[config.mk]
export PLATFORM = sky130hd
export DESIGN_NAME = ccff_loader
export DESIGN_NICKNAME = d
export VERILOG_FILES = /design/src/rtl/ccff_loader_pkg.sv /design/src/rtl/ccff_rb_packer.sv /design/src/rtl/ccff_loader.sv
export SDC_FILE = /design/constraint.sdc
export NUM_CORES = 1
export LEC_CHECK = 0
export CORE_ASPECT_RATIO = 1.5
export CORE_MARGIN = 5
export CORE_UTILIZATION = 40
export CTS_CLUSTER_DIAMETER = 100
export DETAILED_ROUTE_END_ITERATION = 12
export PLACE_DENSITY = 0.72
export SYNTH_ARGS = -nofsm -noshare
export SYNTH_HDL_FRONTEND = slang
export SYNTH_SLANG_ARGS = --single-unit
export TNS_END_PERCENT = 1
[constraint.sdc]
create_clock -name prog_clk -period 2.4 [get_ports prog_clk]
set_clock_uncertainty 0.05 [all_clocks]
set_input_delay 0.48 -clock prog_clk [delete_from_list [all_inputs] [get_ports prog_clk]]
set_output_delay 0.48 -clock prog_clk [all_outputs]
set_load 0.01 [all_outputs]
[src/rtl/ccff_loader_pkg.sv]
// -----------------------------------------------------------------------------
// ccff_loader_pkg
// Shared definitions for the ccff chain loader: default chain/word geometry,
// the loader FSM state encoding and small elaboration-time helpers used to
// size the word/bit counters.
// -----------------------------------------------------------------------------
package ccff_loader_pkg;

  // One ble4: 16 LUT bits plus 2 output-mux bits.
  localparam int CHAIN_LEN_DEF = 18;
  localparam int WORD_W_DEF    = 8;

  typedef enum logic [1:0] {
    ST_IDLE  = 2'd0,
    ST_SHIFT = 2'd1,
    ST_DRAIN = 2'd2
  } state_t;

  // Number of bitstream words needed to cover the whole chain.
  function automatic int ceil_div(input int num, input int den);
    return (num + den - 1) / den;
  endfunction

  // Bits actually used from the final word (a full word when the chain
  // length is an exact multiple of the word width).
  function automatic int last_word_bits(input int chain_len, input int word_w);
    return ((chain_len % word_w) == 0) ? word_w : (chain_len % word_w);
  endfunction

endpackage

[src/rtl/ccff_rb_packer.sv]
// -----------------------------------------------------------------------------
// ccff_rb_packer
// Collects the bits leaving the chain tail into a readback accumulator (LSB
// first) and hands completed words to a one-entry valid/ready output register.
// The final word of a load is flagged as complete once CHAIN_LEN bits have
// been captured; its unused upper bits read as zero.
//
// Ports
//   prog_clk  in   clock, rising edge
//   reset     in   synchronous active-high reset
//   clear     in   synchronous flush at load start / abort
//   bit_valid in   capture bit_in this cycle (chain is shifting)
//   bit_in    in   chain tail bit
//   acc_full  out  accumulator holds a complete word; no bit may be captured
//   rb_valid  out  / rb_ready in / rb_data out : readback stream
//   final_hs  out  last readback word of the load is handshaking this cycle
// -----------------------------------------------------------------------------
module ccff_rb_packer
  import ccff_loader_pkg::*;
#(
  parameter int CHAIN_LEN = CHAIN_LEN_DEF,
  parameter int WORD_W    = WORD_W_DEF
) (
  input  logic              prog_clk,
  input  logic              reset,
  input  logic              clear,
  input  logic              bit_valid,
  input  logic              bit_in,
  output logic              acc_full,
  output logic              rb_valid,
  input  logic              rb_ready,
  output logic [WORD_W-1:0] rb_data,
  output logic              final_hs
);

  localparam int BCW = $clog2(WORD_W + 1);
  localparam int SCW = $clog2(CHAIN_LEN + 1);

  logic [WORD_W-1:0] acc_q;
  logic [BCW-1:0]    acc_cnt_q;
  logic [SCW-1:0]    total_q;
  logic [WORD_W-1:0] out_q;
  logic              out_valid_q;
  logic              out_last_q;
  logic              all_in;
  logic              xfer;

  always_comb begin
    all_in   = (total_q == SCW'(CHAIN_LEN));
    // A partial final word counts as full once every chain bit is captured.
    acc_full = (acc_cnt_q == BCW'(WORD_W)) || (all_in && (acc_cnt_q != '0));
    // Move into the output register when it is empty or emptying this cycle.
    xfer     = acc_full && (!out_valid_q || rb_ready);
  end

  assign rb_valid = out_valid_q;
  assign rb_data  = out_q;
  assign final_hs = out_valid_q && rb_ready && out_last_q;

  // NOTE: state registers use non-blocking assignments so every flop samples
  // pre-edge values regardless of statement order.
  always_ff @(posedge prog_clk) begin
    if (reset || clear) begin
      acc_q       <= '0;
      acc_cnt_q   <= '0;
      total_q     <= '0;
      out_q       <= '0;
      out_valid_q <= 1'b0;
      out_last_q  <= 1'b0;
    end else if (xfer) begin
      out_q       <= acc_q;
      out_valid_q <= 1'b1;
      out_last_q  <= all_in;
      // Clearing here gives the zero padding of a partial final word.
      acc_q       <= '0;
      acc_cnt_q   <= '0;
    end else begin
      if (out_valid_q && rb_ready) begin
        out_valid_q <= 1'b0;
        out_last_q  <= 1'b0;
      end
      if (bit_valid) begin
        acc_q     <= acc_q | (WORD_W'(bit_in) << acc_cnt_q);
        acc_cnt_q <= acc_cnt_q + BCW'(1);
        total_q   <= total_q + SCW'(1);
      end
    end
  end

endmodule

[src/rtl/ccff_loader.sv]
// -----------------------------------------------------------------------------
// ccff_loader
// Streams a configuration bitstream (WORD_W-bit words, LSB first) into a
// CHAIN_LEN-bit ccff scan chain while packing the bits that fall out of the
// tail into a readback word stream. Shifting stalls whenever no input bit is
// available or the readback side cannot accept another bit.
//
// Ports
//   prog_clk       in   clock, rising edge
//   reset          in   synchronous active-high reset
//   start          in   single-cycle load request (honoured in IDLE only)
//   abort          in   cancel any load in progress
//   cfg_valid/cfg_ready/cfg_data  bitstream input stream
//   rb_valid/rb_ready/rb_data     readback of previous chain contents
//   ccff_head      out  serial bit into the chain head
//   ccff_shift_en  out  chain advances at the end of each cycle it is high
//   ccff_tail      in   serial bit from the chain tail
//   busy           out  load in progress (SHIFT or DRAIN)
//   done           out  last load completed; held until the next start
// -----------------------------------------------------------------------------
module ccff_loader
  import ccff_loader_pkg::*;
#(
  parameter int CHAIN_LEN = CHAIN_LEN_DEF,
  parameter int WORD_W    = WORD_W_DEF
) (
  input  logic              prog_clk,
  input  logic              reset,
  input  logic              start,
  input  logic              abort,
  input  logic              cfg_valid,
  output logic              cfg_ready,
  input  logic [WORD_W-1:0] cfg_data,
  output logic              rb_valid,
  input  logic              rb_ready,
  output logic [WORD_W-1:0] rb_data,
  output logic              ccff_head,
  output logic              ccff_shift_en,
  input  logic              ccff_tail,
  output logic              busy,
  output logic              done
);

  localparam int NUM_WORDS = ceil_div(CHAIN_LEN, WORD_W);
  localparam int LAST_BITS = last_word_bits(CHAIN_LEN, WORD_W);
  localparam int BCW       = $clog2(WORD_W + 1);
  localparam int WCW       = $clog2(NUM_WORDS + 1);
  localparam int SCW       = $clog2(CHAIN_LEN + 1);

  state_t            state_q, state_d;
  logic [WORD_W-1:0] word_q;
  logic [BCW-1:0]    bits_left_q;
  logic [WCW-1:0]    words_taken_q;
  logic [SCW-1:0]    shift_cnt_q;
  logic              done_q;

  logic start_ok;
  logic cfg_xfer;
  logic last_word;
  logic last_shift;
  logic acc_full;
  logic final_hs;

  // NOTE: every signal driven in an always_comb gets a default first, so no
  // path through the block can leave it unassigned and infer a latch.
  always_comb begin
    start_ok   = (state_q == ST_IDLE) && start && !abort;
    last_word  = (words_taken_q == WCW'(NUM_WORDS - 1));
    last_shift = (shift_cnt_q == SCW'(CHAIN_LEN - 1));
    // Abort gates both handshakes so no word is consumed into a dead load.
    cfg_ready  = (state_q == ST_SHIFT) && (bits_left_q == '0) &&
                 (words_taken_q != WCW'(NUM_WORDS)) && !abort;
    ccff_shift_en = (state_q == ST_SHIFT) && (bits_left_q != '0) &&
                    !acc_full && !abort;
    cfg_xfer   = cfg_valid && cfg_ready;
  end

  assign ccff_head = (bits_left_q != '0) && word_q[0];
  assign busy      = (state_q != ST_IDLE);
  assign done      = done_q;

  always_comb begin
    state_d = state_q;
    unique case (state_q)
      ST_IDLE:  if (start)                         state_d = ST_SHIFT;
      ST_SHIFT: if (ccff_shift_en && last_shift)   state_d = ST_DRAIN;
      ST_DRAIN: if (final_hs)                      state_d = ST_IDLE;
      default:                                     state_d = ST_IDLE;
    endcase
    if (abort) state_d = ST_IDLE;
  end

  always_ff @(posedge prog_clk) begin
    if (reset) state_q <= ST_IDLE;
    else       state_q <= state_d;
  end

  // Word register and load counters. A word is only loaded once the previous
  // one is fully shifted, so load and shift never coincide.
  always_ff @(posedge prog_clk) begin
    if (reset || abort || start_ok) begin
      word_q        <= '0;
      bits_left_q   <= '0;
      words_taken_q <= '0;
      shift_cnt_q   <= '0;
    end else if (cfg_xfer) begin
      word_q        <= cfg_data;
      bits_left_q   <= last_word ? BCW'(LAST_BITS) : BCW'(WORD_W);
      words_taken_q <= words_taken_q + WCW'(1);
    end else if (ccff_shift_en) begin
      word_q        <= word_q >> 1;
      bits_left_q   <= bits_left_q - BCW'(1);
      shift_cnt_q   <= shift_cnt_q + SCW'(1);
    end
  end

  always_ff @(posedge prog_clk) begin
    if (reset || abort || start_ok)             done_q <= 1'b0;
    else if ((state_q == ST_DRAIN) && final_hs) done_q <= 1'b1;
  end

  ccff_rb_packer #(
    .CHAIN_LEN (CHAIN_LEN),
    .WORD_W    (WORD_W)
  ) u_rb_packer (
    .prog_clk  (prog_clk),
    .reset     (reset),
    .clear     (abort || start_ok),
    .bit_valid (ccff_shift_en),
    .bit_in    (ccff_tail),
    .acc_full  (acc_full),
    .rb_valid  (rb_valid),
    .rb_ready  (rb_ready),
    .rb_data   (rb_data),
    .final_hs  (final_hs)
  );

endmodule

# Yosys cells after proc, flatten, opt, wreduce, memory -nomap -nowiden
# Cells that the tools add are included.
[totals]
register_bits = 49
wordCells = 80
inputBits = 15
[op_classes]
n_reduce_logical = 37
mux = 12
n_eq_ne = 10
n_addsub = 5
n_shift = 1
n_bitwise = 3
[ops]
columns = ["op", "n"]
rows = [
  ["logical AND 1 bit", 16],
  ["two-way mux 8 bit", 2],
  ["two-way mux 4 bit", 3],
  ["adder 5 x 1 -> 5 bit, second input constant", 2],
  ["equality test 5 bit, second input constant", 2],
  ["OR 8 bit", 1],
  ["nonzero test 4 bit", 2],
  ["left shift 1 x 4 -> 8 bit", 1],
  ["logical OR 1 bit", 6],
  ["two-way mux 2 bit", 3],
  ["inequality test 2 bit, second input constant", 3],
  ["case mux 2 bit (3 select lines)", 1],
  ["nonzero test 2 bit", 3],
  ["adder 4 x 1 -> 4 bit, second input constant", 1],
  ["equality test 2 bit, second input constant", 2],
  ["equality test 4 bit, second input constant", 1],
  ["zero test 4 bit", 1],
  ["AND reduction 2 bit", 2],
  ["OR reduction 2 bit", 2],
  ["subtractor 4 x 1 -> 4 bit, second input constant", 1],
  ["zero test 1 bit", 3],
  ["two-way mux 1 bit", 3],
  ["AND reduction 3 bit", 1],
  ["adder 2 x 1 -> 2 bit, second input constant", 1],
  ["4 further kinds", 5],
]

# Logic depth before layout (Yosys ltp)
[depth]
word_depth = 9
ltp_mapped = 10
depth_no_buf = 7

# Cells and area by module
# From an unflattened synthesis, not the netlist that was laid out.
[hier_totals]
hier_cells = 273
area_unflattened_um2 = 2348.5
[by_module_without_submodules]
columns = ["mod", "area_per_inst_um2", "cells_each", "seq_area_each_um2", "instances"]
rows = [
  ["ccff_rb_packer", 1237.4, 145, 540.5, 1],
  ["ccff_loader", 1111.1, 128, 440.4, 1],
]

# Worst setup path after synthesis
# No wires, ideal clock.
[synth_timing]
kind = "flip-flop to output port"
startpoint = "register u_rb_packer.acc_cnt_q[0]"
endpoint = "output ccff_shift_en"
required_time_ns = 1.870
setup_slack_ns = 0.477
arrival_time_ns = 1.393
stages_incl_launch_ff = 8
path_cell_list = "dfxtp_1 -> inv_1 -> ha_1 -> nor2b_1 -> o2111ai_2 -> inv_2 -> buf_6 -> buf_4"
[synth_via]
elab_chain_cells = 6
elab_cells_between_ends = 7
classes_between = "1 x eq/ne; 6 x reduce/logical"
[synth_rtl]
columns = ["element", "line", "source"]
rows = [
  ["from (decl)", "ccff_rb_packer.sv:40", "logic [BCW-1:0] acc_cnt_q;"],
  ["from (signal assigned)", "ccff_rb_packer.sv:84", "acc_cnt_q <= acc_cnt_q + BCW'(1);"],
  ["nonzero test 4 bit", "ccff_rb_packer.sv:51", "acc_full = (acc_cnt_q == BCW'(WORD_W)) || (all_in && (acc_cnt_q != '0));"],
  ["logical AND 1 bit", "ccff_rb_packer.sv:51", ""],
  ["logical OR 1 bit (*)", "ccff_rb_packer.sv:51", ""],
  ["zero test 1 bit (*)", "ccff_loader.sv:74", "!acc_full && !abort;"],
  ["logical AND 1 bit (*)", "ccff_loader.sv:73", "ccff_shift_en = (state_q == ST_SHIFT) && (bits_left_q != '0) &&"],
  ["logical AND 1 bit (*)", "ccff_loader.sv:74", ""],
  ["to (decl)", "ccff_loader.sv:38", "output logic ccff_shift_en,"],
]
# Mark *: on every way between the ends. The rest lies on a longest branch, timed or not.

# Worst setup path in the final report
[layout_timing]
startpoint = "register bits_left_q[0]"
endpoint = "output ccff_head"
[layout_via]
elab_chain_cells = 2
[layout_rtl]
columns = ["element", "line", "source"]
rows = [
  ["from (decl)", "ccff_loader.sv:52", "logic [BCW-1:0] bits_left_q;"],
  ["from (signal assigned)", "ccff_loader.sv:108", "bits_left_q <= last_word ? BCW'(LAST_BITS) : BCW'(WORD_W);"],
  ["from (signal assigned)", "ccff_loader.sv:112", "bits_left_q <= bits_left_q - BCW'(1);"],
  ["nonzero test 4 bit", "ccff_loader.sv:78", "assign ccff_head = (bits_left_q != '0) && word_q[0];"],
  ["logical AND 1 bit", "ccff_loader.sv:78", ""],
  ["to (decl)", "ccff_loader.sv:37", "output logic ccff_head,"],
]
# No other way between the ends.

==> metrics.txt <==
number of H-tree levels=2; period utilization=95.1%; clock-pin slew on the worst setup and hold paths=approximately 100 ps; outcome=completed; DRC=0; simple-gate area share of the yosys netlist=22.9%; GPL Wtd Cong=0.809; row cnt=33; Final Max Slew Viols=0; vias post-DR=1946; count of pins on the block boundary=29; Top FF cell, synth=dfxtp_1; Slew @ Worst Pin=564 ps; Max clock buf depth=2; crit-path max cell delay=390 ps; post-place instance area=2650 µm²; IO Port Bufs=28; Synth Area in Compound Gates=roughly a fifth; total gr overflow=0; critical path, cell by cell=inv_1 -> ha_1 -> or3b_4 -> and2_1 -> dlygate4sd2_1; Buf/Inv on CP=2; WS Path Type=reg2out; post-synthesis adder-cell area fraction=5.53%; postcts setup bufs=0; RSZ-0062 raised after global routing=no; Seq pwr share=59.4%; Detail Route Antenna Nets=0; Initial DRC Count=146; syn avg cell area=8.80 µm²; Int Power=1.05 mW; sequential area share after synthesis=43.4%; Max rail drop VDD=289 µV; Root Buffer=clkbuf_8; post-synthesis cell type count=43; Cells after Synth=257; Synth Area in XOR/XNOR=~1.9%; Synth async-reset ratio=0%; Place WS=-181 ps; hold violation total from the final report=0; First-pass DRT Iterations=4; WP data arrival=about 1800 ps; combinational power share=4.2%; layout cells sized above 1=11.0%; Final Net Count=approximately 310; Sw Pwr=0.320 mW; largest family of logic cells by synthesized area=simple AND/OR/NAND/NOR gates; most frequent cells in the layout=48 x dfxtp_1, 28 x a21oi_1, 24 x clkdlybuf4s50_1, 21 x nor2_1, 19 x o21ai_0; mux cell area share after synthesis=0%; slowest stage cell, crit path=or3b_4; final setup margin=118 ps; area delta synth->final=22.0%; CP Launch Type=flop; clock network power share=a little over a third; TritonCTS Buffers=5; hold crit path type=reg2reg; Max Freq=around 440 MHz; Die Area=7290 µm²; Mapped Area=between 2000 and 2500 µm²; pin count of the biggest net entering global routing=30; CP endpoint kind=primary output; Routed WL per cell=13.1 µm; die width=71.4 µm; final WL=4700 µm; switching part of the total=23.3%; first-pass GRT wire length=8550 µm; Cell Pwr Density=498 nW/µm²; maxcap violations=0; ANT cells=0; fin cells=360; die height=102 µm; EDFF count, synth=0; clk sink count=49; placed insts=352; most common cell after layout, fill and taps aside=dfxtp_1; initial antenna violation count=0; CTS tree=yes; Crit path max-delay family=simple AND/OR/NAND/NOR gates; Period minus WS final=2280 ps; number of synthesized register bits=49; initial core utilization=41.2%; drt via density=5.41; Total GRT Usage=roughly 14%; Leakage Power=0.904 nW; design area=between 2000 and 3000 µm²; core area=5490 µm²; utilization after layout=50.2%; Critical Path RT=1870 ps; DP HPWL=3500 µm; slew margin rel.=62.1%; Ys Warns=0; count of final setup violators=0; synthesized net count=roughly 280; vias in the first global route=between 1500 and 2000; CP Max Fanout=3; later-pin clock latency in the skew report=310 ps
registers in the layout (all words and copies together), names as in the netlist:
| register | cells |
|---|---|
| u_rb_packer.total_q | 5 |
| shift_cnt_q | 5 |
| u_rb_packer.rb_data | 8 |
| words_taken_q | 2 |
| done | 1 |
| u_rb_packer.acc_cnt_q | 4 |
| u_rb_packer.acc_q | 8 |
| state_q | 2 |
| u_rb_packer.rb_valid | 1 |
| bits_left_q | 4 |
| word_q | 8 |
| u_rb_packer.out_last_q | 1 |
final timing paths:
| check | from | to | slack [ps] | cells after the start |
|---|---|---|---|---|
| setup / recovery | bits_left_q[0]$_SDFFE_PP0P_ | ccff_head | 120 | 5 |
| hold / removal | u_rb_packer.acc_q[0]$_SDFFE_PP0P_ | u_rb_packer.rb_data[0]$_SDFFE_PP0P_ | 430 | 2 |
| setup reg to reg | bits_left_q[0]$_SDFFE_PP0P_ | bits_left_q[1]$_SDFFE_PP0P_ | 430 | 8 |
| hold reg to reg | u_rb_packer.acc_q[0]$_SDFFE_PP0P_ | u_rb_packer.rb_data[0]$_SDFFE_PP0P_ | 430 | 2 |
metal layers:
| layer | up-vias | global-route usage (%) | wire, µm |
|---|---|---|---|
| met2 | 40 | 24.0 | 2410 |
| met4 | 0 | 6.08 | 81 |
| met3 | 5 | 3.35 | 192 |
| li1 | 984 | - | - |
| met5 | - | 0 | 0 |
| met1 | 917 | 17.7 | 2020 |
power by group through the flow:
stage               sequential, mW  combinational [mW]  clock (mW)
global route                 0.816              0.0637       0.549
CTS                          0.816              0.0585       0.508
finish                       0.816              0.0579       0.500
floorplan                    0.834              0.0229           0
detailed placement           0.835              0.0586           0
global placement             0.835              0.0583           0
Yosys cell counts, types with 2 or more instances:
cell type	n	share of area, %
ha_1	10	5.5
nor2b_1	5	1.4
nand3_1	13	2.9
a211oi_1	4	1.3
nor2_1	21	3.5
a22oi_1	7	2.3
a41oi_1	9	3.5
or3_1	10	2.8
nand2_1	5	0.83
dfxtp_1	49	43
buf_2	4	0.89
inv_1	11	1.8
nor3_1	4	0.89
o21ai_0	19	4.2
nand3b_1	9	3.0
o21a_1	2	0.66
xnor2_1	5	1.9
clkbuf_1	7	1.2
and2_1	5	1.4
a21oi_1	28	6.2
and3_1	2	0.55
nand2b_1	5	1.4
nor3b_1	3	1.0
worst reg2reg max path, cell delays in order, from the launching register on:
cell,delay (ps)
dfxtp_2,340
inv_1,80
ha_1,160
or3b_4,390
o2111ai_2,110
inv_2,60
buf_4,210
or3_1,360
a21oi_1,140
cell type report:
type / count / area [µm²]
clock buffer: 5 / 68.8
clock inverter: 3 / 21.3
fill: 521 / 2730
inverter: 12 / 45.0
multi-input combinational: 181 / 1190
sequential: 49 / 982
tap: 70 / 87.6
timing repair buffer: 40 / 365
through the flow:
stage / power, mW / TNS, ps / hold WS (ps)
detailed placement: 0.893 / -337 / 410
CTS: 1.38 / 0 / 426
finish: 1.37 / 0 / 427
global placement: 0.893 / -260 / 407
global route: 1.43 / 0 / 454
floorplan: 0.857 / 0 / 390
cells by family after synthesis:
kind of cell	count (synthesis)
DFF	49
and+or+nand+nor	90
xor gates and xnor gates	5
adders and majority gates	10
buffers and inverters	27
AOI/OAI and AO/OA	76
what timing repair did:
action | 4_1_cts | 5_1_grt
hold buffers | 0 | 0
hold endpoints to repair | 0 | 0
endpoints found under the setup margin | 3 | 0
gates resized for setup | 11 | 0
Note: power is estimated with default switching activity, not from simulation.
